==> src/rtl/mdu_pkg.sv <==
// Shared definitions for the multiply/divide unit: op encodings, FSM states,
// the captured-request record and the iteration count.
package mdu_pkg;

    localparam int ITERATIONS = 32;

    typedef enum logic [1:0] {
        OP_MULT  = 2'b00,
        OP_MULTU = 2'b01,
        OP_DIV   = 2'b10,
        OP_DIVU  = 2'b11
    } op_t;

    typedef enum logic [1:0] {
        IDLE   = 2'b00,
        RUN    = 2'b01,
        FINISH = 2'b10
    } state_t;

    // Everything about an accepted operation that the sign fix needs later.
    typedef struct packed {
        op_t  op;
        logic sa;   // dividend / multiplicand was negative (signed ops only)
        logic sb;   // divisor / multiplier was negative (signed ops only)
        logic dz;   // divide with a zero divisor
    } req_t;

    function automatic logic op_is_div(input op_t o);
        return o == OP_DIV || o == OP_DIVU;
    endfunction

    function automatic logic op_is_signed(input op_t o);
        return o == OP_MULT || o == OP_DIV;
    endfunction

endpackage

==> src/rtl/mdu_iter_step.sv <==
// One combinational iteration of the shared shift datapath.
//   is_div   : 1 = restoring-divide step, 0 = shift-add multiply step
//   acc      : {upper, lower} working register
//              multiply: {partial product high, remaining multiplier bits}
//              divide  : {partial remainder, remaining dividend / quotient bits}
//   opnd     : multiplicand (multiply) or divisor (divide), unsigned
//   acc_next : register value after this iteration
module mdu_iter_step #(
    parameter int WIDTH = 32
) (
    input  logic                 is_div,
    input  logic [2*WIDTH-1:0]   acc,
    input  logic [WIDTH-1:0]     opnd,
    output logic [2*WIDTH-1:0]   acc_next
);

    logic [WIDTH:0]   sum;      // carry-out of the add lands in the top bit
    logic [WIDTH:0]   shifted;  // remainder shifted left with next dividend bit
    logic [WIDTH-1:0] diff;
    logic             ge;

    always_comb begin
        sum     = {1'b0, acc[2*WIDTH-1:WIDTH]} + {1'b0, opnd};
        shifted = acc[2*WIDTH-1:WIDTH-1];
        ge      = shifted >= {1'b0, opnd};
        // When ge holds the true difference is below opnd, so W bits suffice.
        diff    = shifted[WIDTH-1:0] - opnd;
        acc_next = '0;
        if (is_div) begin
            if (ge)
                acc_next = {diff, acc[WIDTH-2:0], 1'b1};
            else
                acc_next = {acc[2*WIDTH-2:0], 1'b0};
        end else begin
            if (acc[0])
                acc_next = {sum, acc[WIDTH-1:1]};
            else
                acc_next = {1'b0, acc[2*WIDTH-1:1]};
        end
    end

endmodule

==> src/rtl/mul_div_unit.sv <==
// Multi-cycle MULT/MULTU/DIV/DIVU unit owning the HI/LO register pair.
// Operands are made unsigned at acceptance, iterated one bit per cycle, and
// the sign is restored in the FINISH cycle when HI/LO are written.
//   clk, reset        : clock, async active-high reset
//   start, op, a, b   : launch request (sampled only when idle)
//   hi_we, lo_we, wdata : MTHI/MTLO writes, honoured only when idle and no start
//   busy, done        : operation in flight / one-cycle completion pulse
//   div_by_zero       : valid with done
//   hi, lo            : architectural HI/LO
module mul_div_unit
    import mdu_pkg::*;
#(
    parameter int WIDTH = 32
) (
    input  logic             clk,
    input  logic             reset,
    input  logic             start,
    input  logic [1:0]       op,
    input  logic [WIDTH-1:0] a,
    input  logic [WIDTH-1:0] b,
    input  logic             hi_we,
    input  logic             lo_we,
    input  logic [WIDTH-1:0] wdata,
    output logic             busy,
    output logic             done,
    output logic             div_by_zero,
    output logic [WIDTH-1:0] hi,
    output logic [WIDTH-1:0] lo
);

    localparam int CW = $clog2(ITERATIONS);

    state_t             state, state_nx;
    logic [CW-1:0]      cnt;
    req_t               req;
    logic [2*WIDTH-1:0] acc, acc_nx;
    logic [WIDTH-1:0]   opnd;
    logic [WIDTH-1:0]   a_cap;    // raw dividend, returned as HI on divide-by-zero

    logic accept, finish, mt_ok, last_iter;

    // Operand conditioning at acceptance
    op_t              op_in;
    logic             sa_in, sb_in;
    logic [WIDTH-1:0] a_abs, b_abs;

    always_comb begin
        op_in = op_t'(op);
        sa_in = op_is_signed(op_in) && a[WIDTH-1];
        sb_in = op_is_signed(op_in) && b[WIDTH-1];
        a_abs = sa_in ? -a : a;
        b_abs = sb_in ? -b : b;
    end

    // FSM: state register
    always_ff @(posedge clk or posedge reset) begin
        if (reset) state <= IDLE;
        else       state <= state_nx;
    end

    // FSM: next state
    always_comb begin
        state_nx = state;
        case (state)
            IDLE:    if (start)     state_nx = RUN;
            RUN:     if (last_iter) state_nx = FINISH;
            FINISH:                 state_nx = IDLE;
            default:                state_nx = IDLE;
        endcase
    end

    // FSM: outputs
    always_comb begin
        busy      = state != IDLE;
        accept    = state == IDLE && start;
        mt_ok     = state == IDLE && !start;
        finish    = state == FINISH;
        last_iter = cnt == CW'(ITERATIONS - 1);
    end

    mdu_iter_step #(.WIDTH(WIDTH)) u_step (
        .is_div   (op_is_div(req.op)),
        .acc      (acc),
        .opnd     (opnd),
        .acc_next (acc_nx)
    );

    // Sign fix / result selection, consumed in FINISH
    logic [2*WIDTH-1:0] prod;
    logic [WIDTH-1:0]   quo, rem, res_hi, res_lo;

    always_comb begin
        prod   = acc;
        quo    = acc[WIDTH-1:0];
        rem    = acc[2*WIDTH-1:WIDTH];
        res_hi = '0;
        res_lo = '0;
        if (!op_is_div(req.op)) begin
            if (req.sa ^ req.sb) prod = -acc;
            res_hi = prod[2*WIDTH-1:WIDTH];
            res_lo = prod[WIDTH-1:0];
        end else if (req.dz) begin
            res_hi = a_cap;
            res_lo = '1;
        end else begin
            // sa/sb are only ever set for signed ops, so DIVU falls through.
            if (req.sa ^ req.sb) quo = -quo;
            if (req.sa)          rem = -rem;
            res_hi = rem;
            res_lo = quo;
        end
    end

    always_ff @(posedge clk or posedge reset) begin
        if (reset) begin
            cnt         <= '0;
            req         <= '0;
            acc         <= '0;
            opnd        <= '0;
            a_cap       <= '0;
            done        <= 1'b0;
            div_by_zero <= 1'b0;
            hi          <= '0;
            lo          <= '0;
        end else begin
            done        <= finish;
            div_by_zero <= finish && req.dz;

            if (accept) begin
                req.op <= op_in;
                req.sa <= sa_in;
                req.sb <= sb_in;
                req.dz <= op_is_div(op_in) && b == '0;
                a_cap  <= a;
                cnt    <= '0;
                // Multiply iterates over the multiplier in the low half;
                // divide shifts the dividend out of the low half.
                acc    <= op_is_div(op_in) ? {{WIDTH{1'b0}}, a_abs} : {{WIDTH{1'b0}}, b_abs};
                opnd   <= op_is_div(op_in) ? b_abs : a_abs;
            end else if (state == RUN) begin
                acc <= acc_nx;
                cnt <= cnt + 1'b1;
            end

            if (finish) begin
                hi <= res_hi;
                lo <= res_lo;
            end else if (mt_ok) begin
                if (hi_we) hi <= wdata;
                if (lo_we) lo <= wdata;
            end
        end
    end

endmodule

==> config.mk <==
export PLATFORM = sky130hd
export DESIGN_NAME = mul_div_unit
export DESIGN_NICKNAME = d
export VERILOG_FILES = /design/src/rtl/mdu_pkg.sv /design/src/rtl/mdu_iter_step.sv /design/src/rtl/mul_div_unit.sv
export SDC_FILE = /design/constraint.sdc
export NUM_CORES = 1
export LEC_CHECK = 0
export CAP_MARGIN = 25
export CORE_MARGIN = 2
export CORE_UTILIZATION = 43
export DETAILED_ROUTE_END_ITERATION = 10
export PLACE_DENSITY_LB_ADDON = 0.1
export SLEW_MARGIN = 10
export SYNTH_ARGS = -nofsm -noshare
export SYNTH_HDL_FRONTEND = slang
export SYNTH_SLANG_ARGS = --single-unit
==> constraint.sdc <==
create_clock -name clk -period 7.28 [get_ports clk]
set_input_delay 1.092 -clock clk [delete_from_list [all_inputs] [get_ports clk]]
set_output_delay 1.092 -clock clk [all_outputs]
set_load 0.02 [all_outputs]
==> flow_metrics.env, run 1 <==
export IMPL_status="finished clean"
export IMPL_cts_hold_buffers=0
export IMPL_reg2reg_depth=12
export IMPL_post_cts_resized=0
export IMPL_n_antenna_cell=0
export IMPL_path_class="flip-flop to flip-flop"
export IMPL_synthFlopType="dfrtp_1"
export IMPL_grt_pass1_vias=16360
export IMPL_vias_per_cell=6.299
export IMPL_rsz0062_at_grt="no"
export IMPL_grt_max_degree=101
export IMPL_dieArea_um2=41460
export IMPL_first_pass_iters=6
export IMPL_seq_area_frac_synth_pct=29.94
export IMPL_finalCritPeriodShare_pct=57.88
export IMPL_post_synth_top_count_cell="nand2_1"
export IMPL_crit_end="acc[58]"
export IMPL_yosys_area_top_type="dfrtp_1"
export IMPL_synth_warnings=0
export IMPL_clock_latency_ns=0.56
export IMPL_numPortBuffers=169
export IMPL_min_period_ns=4.214
export IMPL_start_util_pct=43.33
export IMPL_grt_pass1_wl_um=104100
export IMPL_rows=73
export IMPL_yosysTopAreaCellShare_pct=29.94
export IMPL_relSlewSlack_pct=26.82
export IMPL_synthArstFlopShare_pct=100.0
export IMPL_final_hold_viol_count=0
export IMPL_die_h_um=203.6
export IMPL_p_comb_share_pct=65.6
export IMPL_yosys_register_bits=205
export IMPL_top_usage_layer="met1"
export IMPL_drive_gt1_share_pct=6.681
export IMPL_finish_utilization_pct=50.74
export IMPL_grt_antenna_before_repair=4
export IMPL_dieWidth_um=203.6
export IMPL_hold_start="lo[20]"
export IMPL_powerDensity_nw_per_um2=574.7
export IMPL_overflow=0
export IMPL_wl_per_cell_um=24.79
export IMPL_nFillCells=3850
export IMPL_fin_setup_tns_ns=0
export IMPL_slew_violations=0
export IMPL_path_clk_slew_ns=0.07
export IMPL_worst_pin_slew_ns=1.094
export IMPL_cts_buffer_depth=3
export IMPL_min_path_type="flip-flop to flip-flop"
export IMPL_grtUsageMet1_pct=48.73
export IMPL_max_cap_violations=0
export IMPL_cts_root_buffer="clkbuf_16"
export IMPL_startpoint_type="flip-flop"
export IMPL_finalNonFillerCells=2800
export IMPL_power_leakage_uw=0.008364
export IMPL_worst_slack_ns=3.066
export IMPL_r2r_end="acc[58]"
export IMPL_syn_instance_count=2186
export IMPL_track_usage_pct=32.86
export IMPL_reg2reg_slack_ns=3.07
export IMPL_drc=0
export IMPL_synth_edf_count=0
export IMPL_syn_num_nets=2361
export IMPL_end_kind="flip-flop"
export IMPL_hpwl_um=52850
export IMPL_grtUsageMet2_pct=47.80
export IMPL_use_met3_pct=6.456
export IMPL_p_sw_uw=5941
export IMPL_vias=17640
export IMPL_critical_path_max_fanout=5
export IMPL_multi_input_area_um2=11170
export IMPL_synth_commonest_cells="nand2_1 (316), dfrtp_1 (205), o21ai_0 (194)"
export IMPL_htree_levels=1
export IMPL_cts_setup_buffers=0
export IMPL_holdPathStages=2
export IMPL_ir_drop_mv=0.2219
export IMPL_drtIter0Drc=2030
export IMPL_p_sw_share_pct=51.52
export IMPL_num_nets_final=2431
export IMPL_core_um2=39550
export IMPL_syn_area_per_cell_um2=7.839
export IMPL_io_pins=170
export IMPL_setup_viol=0
export IMPL_synthDistinctLibCells=77
export IMPL_worst_clock_skew_ns=0.02248
export IMPL_synth_area_um2=17140
export IMPL_seq_area_um2=5131
export IMPL_wirelength_um=69410
export IMPL_place_gp_congestion=0.9727
export IMPL_max_freq_mhz=237.3
export IMPL_critPathLaunch="acc[31]"
export IMPL_power_frac_clock_pct=11.4
export IMPL_p_seq_share_pct=23.0
export IMPL_pre_cts_ws_ns=2.786
export IMPL_cellInternalPower_uw=5592
export IMPL_drtAntennaViolNets=0
export IMPL_rr_startpoint="acc[31]"
export IMPL_area_delta_synth_final_pct=17.11
export IMPL_cts_inserted_buffers=25
export IMPL_cts_tree="done"
export IMPL_place_inst=2751
export IMPL_required_ns=7.70
export IMPL_critPathArrivalTime_ns=4.63
export IMPL_synth_area_top_cells="dfrtp_1 (30%), nand2_1 (6.9%), o21ai_0 (5.7%)"
export IMPL_clock_sinks=205
layer usage:
layer  vias up  routed length, µm
met3       114               6788
met1      8567              31260
met5         -                  0
met4         0               2132
li1       8087                  -
met2       869              29230
flip-flops by register name, summed over array words and instances, names as in the netlist:
signal       cells
a_cap           32
acc             64
cnt              5
div_by_zero      1
done             1
hi              32
lo              32
opnd            32
req              4
state            2
layout by cell type, fill, tap and decap left out, types with 8 or more instances in the layout:
| cell type | n |
|---|---|
| or4_1 | 11 |
| a221oi_1 | 13 |
| or3_1 | 25 |
| a222oi_1 | 9 |
| or2_2 | 9 |
| dfrtp_1 | 204 |
| o21ai_0 | 194 |
| o21a_1 | 12 |
| o31ai_1 | 28 |
| ha_1 | 70 |
| and2_1 | 14 |
| clkdlybuf4s50_1 | 168 |
| nand3_1 | 36 |
| nor3_1 | 42 |
| mux2_2 | 36 |
| nand2b_1 | 23 |
| a21o_1 | 27 |
| clkbuf_16 | 25 |
| o22ai_1 | 75 |
| nor4_1 | 18 |
| a211oi_1 | 17 |
| buf_4 | 35 |
| o221ai_1 | 17 |
| mux2i_1 | 37 |
| nand4_1 | 17 |
| nor2_1 | 129 |
| o211a_1 | 8 |
| o41ai_1 | 21 |
| nand2_1 | 315 |
| o211ai_1 | 29 |
| and3_1 | 14 |
| a31oi_1 | 12 |
| a21oi_1 | 185 |
| xor2_1 | 106 |
| nor2b_1 | 14 |
| inv_1 | 66 |
| xnor2_1 | 84 |
critical path, stage by stage, from the launching register on:
cell and delay [ns]:
dfrtp_1 0.53, inv_1 0.20, ha_1 0.18, inv_1 0.05
fa_1 0.40, a21o_1 0.21, a311oi_1 0.31, o31ai_1 0.25
a211oi_1 0.78, a21oi_1 0.29, o21a_1 0.25, o311a_1 0.37
o41ai_1 0.26
logic make-up (layout without fill, tap and decap cells):
family,count (synthesis),count (layout),synth area share (%)
AOI/OAI and AO/OA,715,715,26.37
buffers and inverters,231,320,5.075
and+or+nand+nor,698,698,18.93
adders and majority gates,72,72,5.345
DFF,205,205,29.94
xor gates and xnor gates,192,192,9.814
muxes,73,73,4.527
metrics by stage:
step	cell area, µm²	total power [µW]	hold WS [ns]
after global placement	19160	9925	0.4627
after floorplan	17140	7613	0.4369
after global routing	20070	12310	0.4955
after detailed placement	19170	10010	0.4649
after CTS	20010	11350	0.4794
final	20070	11530	0.4748
worst min path at each step:
stage / endpoint / slack [ns]
after CTS: hi[5] / 0.48
after global placement: a_cap[23] / 0.46
after detailed placement: a_cap[19] / 0.46
final: lo[20] / 0.47
after global routing: lo[20] / 0.50
after floorplan: a_cap[27] / 0.44
power by group through the flow:
stage	Combinational, µW	Clock, µW	Sequential, µW
after floorplan	5410	0	2210
after global placement	7320	0	2610
after detailed placement	7390	0	2620
after CTS	7430	1320	2600
after global routing	8250	1370	2690
final	7570	1310	2650
final cells by class:
| cell class | instances | area share [%] |
|---|---|---|
| repair buffers | 206 | 9.951 |
| clock inverters | 8 | 0.4988 |
| well taps | 525 | 3.273 |
| clock buffers | 38 | 3.710 |
| flip-flops and latches | 205 | 25.57 |
| inverters | 68 | 1.309 |
| multi-input cells | 1750 | 55.69 |
(Power assumes the default switching activity.)
==> run 2: changes to the inputs <==
- clock period: 7.28 -> 3.5 ns (I/O delays scaled with it)
==> run 2 against run 1 <==
  * Critical endpoint is now hi[8]
  * Largest power group unchanged
  * Count of clock-buffer cells in the layout down 6
  * The flow now finishes with violations (setup timing)
  * Routed wire length up 4.9%
  * Clock skew down 0.011 ns
  * Largest cell class unchanged
  * Highest routed layer is now met5
==> flow_metrics.env, run 2 (synthesis results as in run 1) <==
export IMPL_overflow=0
export IMPL_slew_violations=0
export IMPL_final_hold_viol_count=0
export IMPL_die_h_um=203.6
export IMPL_startpoint_type="flip-flop"
export IMPL_num_nets_final=2594
export IMPL_dieWidth_um=203.6
export IMPL_power_leakage_uw=0.009136
export IMPL_max_freq_mhz=285.4
export IMPL_place_gp_congestion=1.003
export IMPL_htree_levels=1
export IMPL_layout_common_cells="nand2_1 (316), dfrtp_1 (204), o21ai_0 (194)"
export IMPL_cts_tree="done"
export IMPL_path_clk_slew_ns=0.06
export IMPL_wl_per_cell_um=24.59
export IMPL_critPathTopFamily="simple AND/OR/NAND/NOR gates"
export IMPL_n_antenna_cell=0
export IMPL_reg2reg_slack_ns=-0.004
export IMPL_min_period_ns=3.504
export IMPL_drtAntennaViolNets=0
export IMPL_rr_startpoint="acc[23]"
export IMPL_track_usage_pct=34.33
export IMPL_worst_pin_slew_ns=1.065
export IMPL_cts_buffer_depth=3
export IMPL_clock_sinks=205
export IMPL_start_util_pct=43.33
export IMPL_critPathArrivalTime_ns=3.91
export IMPL_crit_chain="or4_1 > nor4_2 > nor2b_2 > nand3_1 > buf_4 > o41ai_1 > xor2_1 > a21oi_1"
export IMPL_dieArea_um2=41460
export IMPL_clock_latency_ns=0.55
export IMPL_crit_slowest_cell="or4_1"
export IMPL_fin_area_um2=21330
export IMPL_relSlewSlack_pct=28.99
export IMPL_drc=0
export IMPL_failed_checks="setup timing"
export IMPL_rsz0062_at_grt="no"
export IMPL_required_ns=3.91
export IMPL_placed_cell_area_um2=20480
export IMPL_hpwl_um=57350
export IMPL_setup_viol=1
export IMPL_critical_path_max_fanout=7
export IMPL_worst_slack_ns=-0.004170
export IMPL_powerDensity_nw_per_um2=1203
export IMPL_max_cap_violations=0
export IMPL_drive_gt1_share_pct=13.18
export IMPL_wirelength_um=72810
export IMPL_cts_hold_buffers=0
export IMPL_drtIter0Drc=2255
export IMPL_core_um2=39550
export IMPL_critPathBufInv=1
export IMPL_r2r_end="hi[8]"
export IMPL_largest_register_ffs=64
export IMPL_min_path_type="primary input to async pin"
export IMPL_vias=18280
export IMPL_regMostFlops="acc"
export IMPL_ir_drop_mv=0.5077
export IMPL_grt_max_degree=80
export IMPL_layout_commonest_cell="nand2_1"
export IMPL_reg2reg_depth=8
export IMPL_pre_cts_ws_ns=-0.2864
export IMPL_grt_pass1_vias=16920
export IMPL_finalCritPeriodShare_pct=100.1
export IMPL_worst_clock_skew_ns=0.01112
export IMPL_first_pass_iters=6
export IMPL_end_kind="flip-flop"
export IMPL_grt_pass1_wl_um=107400
export IMPL_grt_antenna_before_repair=2
export IMPL_nFillCells=3748
export IMPL_vias_per_cell=6.174
export IMPL_rows=73
export IMPL_cts_root_buffer="clkbuf_16"
export IMPL_cts_inserted_buffers=25
export IMPL_slowest_delay_ns=0.72
export IMPL_numPortBuffers=169
export IMPL_area_delta_synth_final_pct=24.51
export IMPL_io_pins=170
export IMPL_path_class="flip-flop to flip-flop"
export IMPL_status="finished with violations"
[run 2: how the worst max path moves through the flow]
stage / start / endpoint / slack [ns] / cells past startpoint
after floorplan: acc[0] / hi[18] / 0.22 / 14
after global placement: acc[23] / hi[8] / -0.26 / 8
after detailed placement: b[3] / opnd[27] / -0.29 / 10
after CTS: acc[31] / acc[58] / 0.14 / 13
after global routing: acc[31] / acc[60] / 0.003 / 13
final: acc[23] / hi[8] / -0.004 / 8
[run 2: metrics by stage]
stage	util (%)	TNS, ns	std cells	hold slack, ns	total power, µW
final	53.94	-0.004170	2961	0.3892	25670
after global routing	53.94	0	2961	0.4193	27200
after CTS	53.86	0	2961	0.3980	25090
after detailed placement	51.78	-3.069	2917	0.4692	22330
after global placement	51.75	-3.426	2915	0.4621	22200
after floorplan	-	0	2186	0.4369	15840
[run 2: power by group]
| group | leakage, µW | total, µW | internal (µW) | switching [µW] |
|---|---|---|---|---|
| Combinational | 0.00625 | 18200 | 7590 | 10600 |
| Clock | 0.000384 | 2650 | 1530 | 1130 |
| Sequential | 0.00250 | 4800 | 3520 | 1270 |
| Total | 0.00914 | 25700 | 12600 | 13000 |
[run 2: repair_timing]
action | 4_1_cts | 5_1_grt
endpoints found under the hold margin | 0 | 0
resized for setup | 2 | 7
setup buffers | 0 | 0
endpoints found under the setup margin | 18 | 12
pin swaps | 0 | 1
[run 2: cell type report]
class / count / area [µm²] / share of cell area [%]
clock buffer: 32 / 681.9 / 3.196
clock inverter: 12 / 130.1 / 0.6099
inverter: 68 / 259.0 / 1.214
multi-input combinational: 1750 / 11210 / 52.55
sequential: 205 / 5131 / 24.05
tap: 525 / 656.9 / 3.079
timing repair buffer: 369 / 3264 / 15.30
[run 2: layer usage]
| metal | GRT usage [%] | routed length (µm) | part of all wire [%] |
|---|---|---|---|
| met1 | 49.46 | 31840 | 44 |
| met2 | 51.26 | 30750 | 42 |
| met3 | 7.926 | 7971 | 11 |
| met4 | 9.489 | 2231 | 3.1 |
| met5 | 0 | 12 | 0.016 |
==> run 3: changes to the inputs <==
--- a/constraint.sdc
+++ b/constraint.sdc
@@ -3,2 +3,2 @@
 set_output_delay 0.525 -clock clk [all_outputs]
-set_load 0.02 [all_outputs]
+set_load 0.005 [all_outputs]
==> results of run 3 <==
Same layout as run 2 (identical final DEF). Status: finished with violations: setup timing.
Among the figures that moved: total power 25670 µW -> 25330 µW
